===== src/rtl/mc_control_pkg.sv =====
// rtl/mc_control_pkg.sv - shared encodings for the multi-cycle MIPS control FSM and datapath muxes
package mc_control_pkg;

    // FSM state encodings (4-bit, 12 used, 12..15 unreachable)
    localparam logic [3:0] S_FETCH     = 4'd0;
    localparam logic [3:0] S_DECODE    = 4'd1;
    localparam logic [3:0] S_MEM_ADDR  = 4'd2;
    localparam logic [3:0] S_MEM_READ  = 4'd3;
    localparam logic [3:0] S_MEM_WB    = 4'd4;
    localparam logic [3:0] S_MEM_WRITE = 4'd5;
    localparam logic [3:0] S_EXECUTE   = 4'd6;
    localparam logic [3:0] S_R_WB      = 4'd7;
    localparam logic [3:0] S_BRANCH    = 4'd8;
    localparam logic [3:0] S_JUMP      = 4'd9;
    localparam logic [3:0] S_ADDI_EX   = 4'd10;
    localparam logic [3:0] S_ADDI_WB   = 4'd11;

    // Opcodes taken from IR[31:26]
    localparam logic [5:0] OP_RTYPE = 6'b000000;
    localparam logic [5:0] OP_LW    = 6'b100011;
    localparam logic [5:0] OP_SW    = 6'b101011;
    localparam logic [5:0] OP_BEQ   = 6'b000100;
    localparam logic [5:0] OP_J     = 6'b000010;
    localparam logic [5:0] OP_ADDI  = 6'b001000;

    // ALU B operand select
    localparam logic [1:0] ALUB_RT      = 2'b00;
    localparam logic [1:0] ALUB_FOUR    = 2'b01;
    localparam logic [1:0] ALUB_IMM     = 2'b10;
    localparam logic [1:0] ALUB_IMM_SH2 = 2'b11;

    // ALU operation select
    localparam logic [1:0] ALUOP_ADD   = 2'b00;
    localparam logic [1:0] ALUOP_SUB   = 2'b01;
    localparam logic [1:0] ALUOP_FUNCT = 2'b10;

    // Next-PC select; 2'b11 is never produced by the controller
    localparam logic [1:0] PCSRC_ALU    = 2'b00;
    localparam logic [1:0] PCSRC_ALUOUT = 2'b01;
    localparam logic [1:0] PCSRC_JUMP   = 2'b10;

    // True for every opcode the FSM knows how to sequence
    function automatic logic is_known_op(input logic [5:0] op);
        case (op)
            OP_RTYPE, OP_LW, OP_SW, OP_BEQ, OP_J, OP_ADDI: is_known_op = 1'b1;
            default:                                       is_known_op = 1'b0;
        endcase
    endfunction

endpackage


===== src/rtl/mc_control_decode.sv =====
// rtl/mc_control_decode.sv - combinational state-to-control-signal decoder
module mc_control_decode
    import mc_control_pkg::*;
(
    input  logic [3:0] state,
    input  logic [5:0] opcode,
    input  logic       mem_ready,
    input  logic       blank,
    output logic       pc_write,
    output logic       pc_write_cond,
    output logic       i_or_d,
    output logic       mem_read,
    output logic       mem_write,
    output logic       ir_write,
    output logic       reg_dst,
    output logic       mem_to_reg,
    output logic       reg_write,
    output logic       alu_src_a,
    output logic [1:0] alu_src_b,
    output logic [1:0] alu_op,
    output logic [1:0] pc_src,
    output logic       illegal_op
);

    // Moore decode per state; only FETCH looks at mem_ready and only DECODE at opcode
    always_comb begin
        pc_write      = 1'b0;
        pc_write_cond = 1'b0;
        i_or_d        = 1'b0;
        mem_read      = 1'b0;
        mem_write     = 1'b0;
        ir_write      = 1'b0;
        reg_dst       = 1'b0;
        mem_to_reg    = 1'b0;
        reg_write     = 1'b0;
        alu_src_a     = 1'b0;
        alu_src_b     = ALUB_RT;
        alu_op        = ALUOP_ADD;
        pc_src        = PCSRC_ALU;
        illegal_op    = 1'b0;
        if (!blank) begin
            case (state)
                S_FETCH: begin
                    mem_read  = 1'b1;
                    alu_src_b = ALUB_FOUR;
                    ir_write  = mem_ready;
                    pc_write  = mem_ready;
                end
                S_DECODE: begin
                    alu_src_b  = ALUB_IMM_SH2;
                    illegal_op = !is_known_op(opcode);
                end
                S_MEM_ADDR: begin
                    alu_src_a = 1'b1;
                    alu_src_b = ALUB_IMM;
                end
                S_MEM_READ: begin
                    mem_read = 1'b1;
                    i_or_d   = 1'b1;
                end
                S_MEM_WB: begin
                    reg_write  = 1'b1;
                    mem_to_reg = 1'b1;
                end
                S_MEM_WRITE: begin
                    mem_write = 1'b1;
                    i_or_d    = 1'b1;
                end
                S_EXECUTE: begin
                    alu_src_a = 1'b1;
                    alu_op    = ALUOP_FUNCT;
                end
                S_R_WB: begin
                    reg_write = 1'b1;
                    reg_dst   = 1'b1;
                end
                S_BRANCH: begin
                    alu_src_a     = 1'b1;
                    alu_op        = ALUOP_SUB;
                    pc_write_cond = 1'b1;
                    pc_src        = PCSRC_ALUOUT;
                end
                S_JUMP: begin
                    pc_write = 1'b1;
                    pc_src   = PCSRC_JUMP;
                end
                S_ADDI_EX: begin
                    alu_src_a = 1'b1;
                    alu_src_b = ALUB_IMM;
                end
                S_ADDI_WB: begin
                    reg_write = 1'b1;
                end
                default: begin
                    // unreachable encodings leave every output at 0
                end
            endcase
        end
    end

endmodule


===== src/rtl/mc_control.sv =====
// rtl/mc_control.sv - multi-cycle MIPS control FSM: state register, next-state logic, output decode
module mc_control
    import mc_control_pkg::*;
(
    input  logic       clk,
    input  logic       reset,
    input  logic [5:0] opcode,
    input  logic       mem_ready,
    output logic       pc_write,
    output logic       pc_write_cond,
    output logic       i_or_d,
    output logic       mem_read,
    output logic       mem_write,
    output logic       ir_write,
    output logic       reg_dst,
    output logic       mem_to_reg,
    output logic       reg_write,
    output logic       alu_src_a,
    output logic [1:0] alu_src_b,
    output logic [1:0] alu_op,
    output logic [1:0] pc_src,
    output logic       illegal_op,
    output logic [3:0] state
);

    logic [3:0] state_next;

    // State register; reset wins over any wait state
    always_ff @(posedge clk) begin
        if (reset) begin
            state <= S_FETCH;
        end else begin
            state <= state_next;
        end
    end

    // Next-state selection; wait states hold until mem_ready, unknown encodings fall back to FETCH
    always_comb begin
        state_next = S_FETCH;
        case (state)
            S_FETCH:     state_next = mem_ready ? S_DECODE : S_FETCH;
            S_DECODE: begin
                case (opcode)
                    OP_LW, OP_SW: state_next = S_MEM_ADDR;
                    OP_RTYPE:     state_next = S_EXECUTE;
                    OP_BEQ:       state_next = S_BRANCH;
                    OP_J:         state_next = S_JUMP;
                    OP_ADDI:      state_next = S_ADDI_EX;
                    default:      state_next = S_FETCH;
                endcase
            end
            S_MEM_ADDR:  state_next = (opcode == OP_SW) ? S_MEM_WRITE : S_MEM_READ;
            S_MEM_READ:  state_next = mem_ready ? S_MEM_WB : S_MEM_READ;
            S_MEM_WB:    state_next = S_FETCH;
            S_MEM_WRITE: state_next = mem_ready ? S_FETCH : S_MEM_WRITE;
            S_EXECUTE:   state_next = S_R_WB;
            S_R_WB:      state_next = S_FETCH;
            S_BRANCH:    state_next = S_FETCH;
            S_JUMP:      state_next = S_FETCH;
            S_ADDI_EX:   state_next = S_ADDI_WB;
            S_ADDI_WB:   state_next = S_FETCH;
            default:     state_next = S_FETCH;
        endcase
    end

    mc_control_decode u_decode (
        .state         (state),
        .opcode        (opcode),
        .mem_ready     (mem_ready),
        .blank         (reset),
        .pc_write      (pc_write),
        .pc_write_cond (pc_write_cond),
        .i_or_d        (i_or_d),
        .mem_read      (mem_read),
        .mem_write     (mem_write),
        .ir_write      (ir_write),
        .reg_dst       (reg_dst),
        .mem_to_reg    (mem_to_reg),
        .reg_write     (reg_write),
        .alu_src_a     (alu_src_a),
        .alu_src_b     (alu_src_b),
        .alu_op        (alu_op),
        .pc_src        (pc_src),
        .illegal_op    (illegal_op)
    );

endmodule


===== config.mk =====
export PLATFORM = sky130hd
export DESIGN_NAME = mc_control
export DESIGN_NICKNAME = d
export VERILOG_FILES = /design/src/rtl/mc_control_pkg.sv /design/src/rtl/mc_control_decode.sv /design/src/rtl/mc_control.sv
export SDC_FILE = /design/constraint.sdc
export NUM_CORES = 1
export LEC_CHECK = 0
export BUFFER_PORTS_ARGS = -buffer_cell sky130_fd_sc_hd__buf_4
export CORE_MARGIN = 5
export CORE_UTILIZATION = 45
export DETAILED_ROUTE_END_ITERATION = 10
export HOLD_SLACK_MARGIN = 0.05
export PLACE_DENSITY = 0.78
export REMOVE_ABC_BUFFERS = 1
export SYNTH_ARGS = -nofsm -noshare
export SYNTH_HDL_FRONTEND = slang
export SYNTH_SLANG_ARGS = --single-unit

===== constraint.sdc =====
create_clock -name clk -period 1.3 [get_ports clk]
set_input_delay 0.13 -clock clk [delete_from_list [all_inputs] [get_ports clk]]
set_output_delay 0.13 -clock clk [all_outputs]
set_load 0.01 [all_outputs]

==> results of run 1 <==
cells in the mapped netlist:
library cell	n	area (µm²)
or3_1	1	6.260
nand4_1	1	6.260
a211oi_1	1	7.510
o21ai_0	3	15.01
nor2b_1	1	6.260
and4bb_2	1	12.51
nor2_2	1	6.260
nand2b_1	2	12.51
and3b_1	1	8.760
nor3b_1	2	15.01
nor4b_1	1	8.760
a31oi_1	1	6.260
a32oi_1	3	26.28
nor4b_4	1	23.77
and3_1	4	25.02
o21bai_1	2	15.01
a32o_1	1	10.01
nand3_1	1	5.000
dfxtp_1	4	80.08
nor3_1	6	30.03
buf_2	3	15.01
a2111oi_1	1	10.01
buf_4	5	37.54
nor3b_2	1	12.51
xor2_1	3	26.28
and2b_1	1	7.510
inv_1	1	3.750
nor2_1	10	37.54
nand2_1	4	15.01
clkbuf_1	1	3.750
a21oi_1	6	30.03
o21a_1	1	7.510
nor3_2	2	20.02
nand2b_4	2	27.53
mux2i_1	1	10.01
nor4_1	4	25.02
buf_6	1	11.26
o22ai_1	1	6.260
logic make-up after synthesis:
family / count (synthesis) / share of synthesized area, %
xor gates and xnor gates: 3 / 4.151
AOI/OAI and AO/OA: 20 / 21.15
buffers and inverters: 11 / 11.26
and+or+nand+nor: 47 / 49.21
DFF: 4 / 12.65
muxes: 1 / 1.581
repair_timing:
action | 4_1_cts
pin swaps | 11
setup buffers | 17
hold endpoints to repair | 0
endpoints found under the setup margin | 20
resized for setup | 35
through the flow:
stage / cells / hold WS (ns) / utilization (%) / setup WS [ns]
after floorplan: 76 / 0.3066 / - / -0.2671
after global placement: 133 / 0.5059 / 68.28 / 0.01063
after CTS: 153 / 0.2709 / 90.98 / -0.2064
after detailed placement: 133 / 0.5114 / 68.28 / -0.03915
==> run metrics, run 1 <==
status=stopped before the end; Last stage=global routing (5_1_grt); stop err=[ERROR DPL-0038] Utilization greater than 100%, impossible to legalize; Die X=47.51 µm; number of H-tree levels=1; Synth cell types=38; pin count of the biggest net entering global routing=10; Port Buf Inserts=29; syn avg cell area=7.362 µm²; TritonCTS Buffers=3; synthesized area=633.1 µm²; worst_ep grt=pc_write; worst_ep kind=primary output; YS warnings=0; # rows=13; hold buffers post-CTS=0; Chip Height=47.51 µm; Initial Utilization=48.05%; CTS Buffer Depth=2; CTS sink cnt=4; hpwl dp=1541 µm; Synth Instances=86; register area share after synthesis=12.65%; global placer's final weighted congestion=0.8117; CTS Root Cell=clkbuf_4; Yosys reg bits=4; DP Area=899.6 µm²; # IOs=30
==> inputs of run 2 (changes only) <==
- CORE_AREA: default -> 5 5 66 68
- CORE_MARGIN: 5 -> default
- CORE_UTILIZATION: 45 -> default
- DIE_AREA: default -> 0 0 71 73
- HOLD_SLACK_MARGIN: 0.05 -> default
- PLACE_DENSITY: 0.78 -> default
- PLACE_DENSITY_LB_ADDON: default -> 0.15
==> run 2 against run 1 <==
Compared with the run above: the flow now finishes, with violations (setup timing); synthesized area unchanged; synthesized cell count unchanged.
==> run metrics, run 2 <==
final cell count without fillers=192; reg-to-reg endpoint=state[2]; Core ar.=3799 µm²; Synth area leader=dfxtp_1; CTS sink cnt=4; unrepaired setup endpoints after global routing=true; final period utilization=109.6%; Post-DRT Antenna Nets=0; P_leak=0.6028 nW; final-report max-slew violation count=0; via density per instance=4.438; Crit Path Category=register to primary output; DP Area=1039 µm²; TritonCTS clock tree=done; top cells by area, synth=dfxtp_1 13%, buf_4 5.9%, nor2_1 5.9%, a21oi_1 4.7%, nor3_1 4.7%; area delta synth->final=129.1%; Cells on Worst Hold Path=3; crit path DAT=1.29 ns; Clock transition at path regs=0.03 ns; DR vias=852; Biggest register=state; delay-heaviest family, CP=simple AND/OR/NAND/NOR gates; pre-CTS setup slack=-0.04384 ns; synthesized area=633.1 µm²; Buf/Inv on CP=1; largest registers=state (4); fillers=400; Clock power frac=42.9%; Initial Utilization=16.67%; Largest register FFs=4; post-synth top area share=12.65%; critical path's largest stage delay=0.37 ns; relative slew slack=69.99%; Pre-antenna DRT Iters=3; Post-synth top flop=dfxtp_1; Critical R2R Launch=state[0]; TritonCTS Buffers=3; vias in the first global route=913; Chip Height=73 µm; endpoints failing hold=0; Synth cell types=38; setup slack, reg-to-reg=-0.03 ns; # IOs=30; global placer's final weighted congestion=0.7912; logic gate share of total power=36.6%; CTS Root Cell=clkbuf_8; Synth async-reset ratio=0%; initial antenna violation count=0; Critical Path Sink=illegal_op; status=finished, violations left; CP max stage cell=dfxtp_4; Initial DRC Count=16; hpwl dp=1862 µm; stages on the worst setup path=4; number of H-tree levels=1; drt drc=0; Internal=0.4417 mW; Port Buf Inserts=29; Max Clock Skew=0.0004532 ns; Max Cap Viol=0; latest clock arrival within the worst-skew pair=0.22 ns; # rows=23; syn avg cell area=7.362 µm²; # setup viols final=16; final core occ=38.18%; crit end category=primary output; register area share after synthesis=12.65%; Worst Setup Start Kind=register; Inserted Diodes=0; Flop pwr share=20.5%; Peak VDD IR=0.2011 mV; post-route minimum period=1.425 ns; Synth Instances=86; CP Cell Sequence=nand2b_4, and2b_1, nor4b_2, buf_4; most common cell after layout, fill and taps aside=buf_4; hold crit path type=input port to register; critical path startpoint=state[1]; Pwr per Cell Area=426.1 nW/µm²; fmax=0.7018 GHz; fin nets=153; final instance area=1450 µm²; reg2reg path depth=6; Switching Share=28.51%; most frequent cells in the layout=40 x buf_4, 22 x buf_6; YS warnings=0; number of synthesized flops with an enable pin=0; most frequent cells after synthesis=10 x nor2_1, 6 x a21oi_1, 6 x nor3_1; layout cell share with drive strength beyond 1=73.94%; placed cells=179; hold buffers post-CTS=0; GRT Residual Overflow=0; post-route worst setup slack=-0.1249 ns; CP Data Required Time=1.17 ns; top-count cell post-synth=nor2_1; hold wc startpoint=opcode[3]; Die X=71 µm; Crit Path Max Fanout=7; Routed WL=2524 µm; violated checks=setup timing; pin count of the biggest net entering global routing=10; worst slew pin tran=0.4460 ns; switching power total=0.1762 mW; Yosys reg bits=4; WL/cell=13.15 µm; CTS Buffer Depth=2; first-pass GRT wire length=4257 µm; GRT Overall Usage=9.885%; Die ar.=5183 µm²
==> run 2: cell counts after synthesis <==
No cell type changed its count.
==> run 2: how the worst min path moves through the flow <==
stage / end / slack (ns)
after global placement: state[2] / 0.55
after global routing: state[2] / 0.33
after CTS: state[2] / 0.30
after detailed placement: state[2] / 0.54
after floorplan: alu_src_b[0] / 0.31
final: state[2] / 0.30
==> run 2: area by class of cell <==
class	count	area, µm²	share of cell area [%]
multi-input cells	71	679.4	46.85
repair buffers	63	568.0	39.17
flip-flops and latches	4	95.09	6.557
well taps	50	62.56	4.314
clock buffers	3	41.29	2.847
inverters	1	3.754	0.2588
==> run 2: worst register-to-register path: stages, from the launching register on <==
cell and delay [ns]:
dfxtp_4 0.36, buf_6 0.13, buf_6 0.12, and4bb_2 0.23, buf_4 0.13, o21bai_1 0.16, a21oi_2 0.08
==> run 2: logic make-up (layout without fill, tap and decap cells) <==
group                     count (synthesis)  after routing  share of synthesized area [%]
AOI/OAI and AO/OA                        20             20                          21.15
DFF                                       4              4                          12.65
and+or+nand+nor                          47             47                          49.21
xor gates and xnor gates                  3              3                          4.151
buffers and inverters                    11             67                          11.26
muxes                                     1              1                          1.581
==> run 2: metal layers <==
layer | GRT usage [%] | part of all wire, % | vias up
met4 | 3.132 | 0.91 | 0
met2 | 18.13 | 53 | 17
met5 | 0 | 0 | -
met1 | 11.93 | 42 | 400
li1 | - | - | 432
met3 | 1.240 | 3.5 | 3
==> run 2: power by group through the flow <==
| stage | clock network [mW] | registers [mW] | logic, mW |
|---|---|---|---|
| after floorplan | 0 | 0.142 | 0.0627 |
| after global placement | 0 | 0.134 | 0.168 |
| after detailed placement | 0 | 0.134 | 0.168 |
| after CTS | 0.270 | 0.127 | 0.211 |
| after global routing | 0.285 | 0.127 | 0.244 |
| final | 0.265 | 0.127 | 0.226 |
==> run 2: metrics by stage <==
step | setup TNS, ns | power, mW | hold slack, ns
3_5_place_dp | -0.1435 | 0.3019 | 0.5420
4_1_cts | -1.001 | 0.6082 | 0.2965
6_report | -0.7126 | 0.6179 | 0.3001
3_3_place_gp | -0.2839 | 0.3024 | 0.5514
5_1_grt | -1.691 | 0.6563 | 0.3307
2_1_floorplan | -1.997 | 0.2047 | 0.3066
==> run 2: timing repair <==
action / 4_1_cts / 5_1_grt
hold endpoints to repair: 0 / 0
endpoints found under the setup margin: 20 / 20
pin swaps: 19 / 7
gates resized for setup: 47 / 22
setup buffers: 7 / 4
No activity file was read; power rests on OpenSTA's default activity.
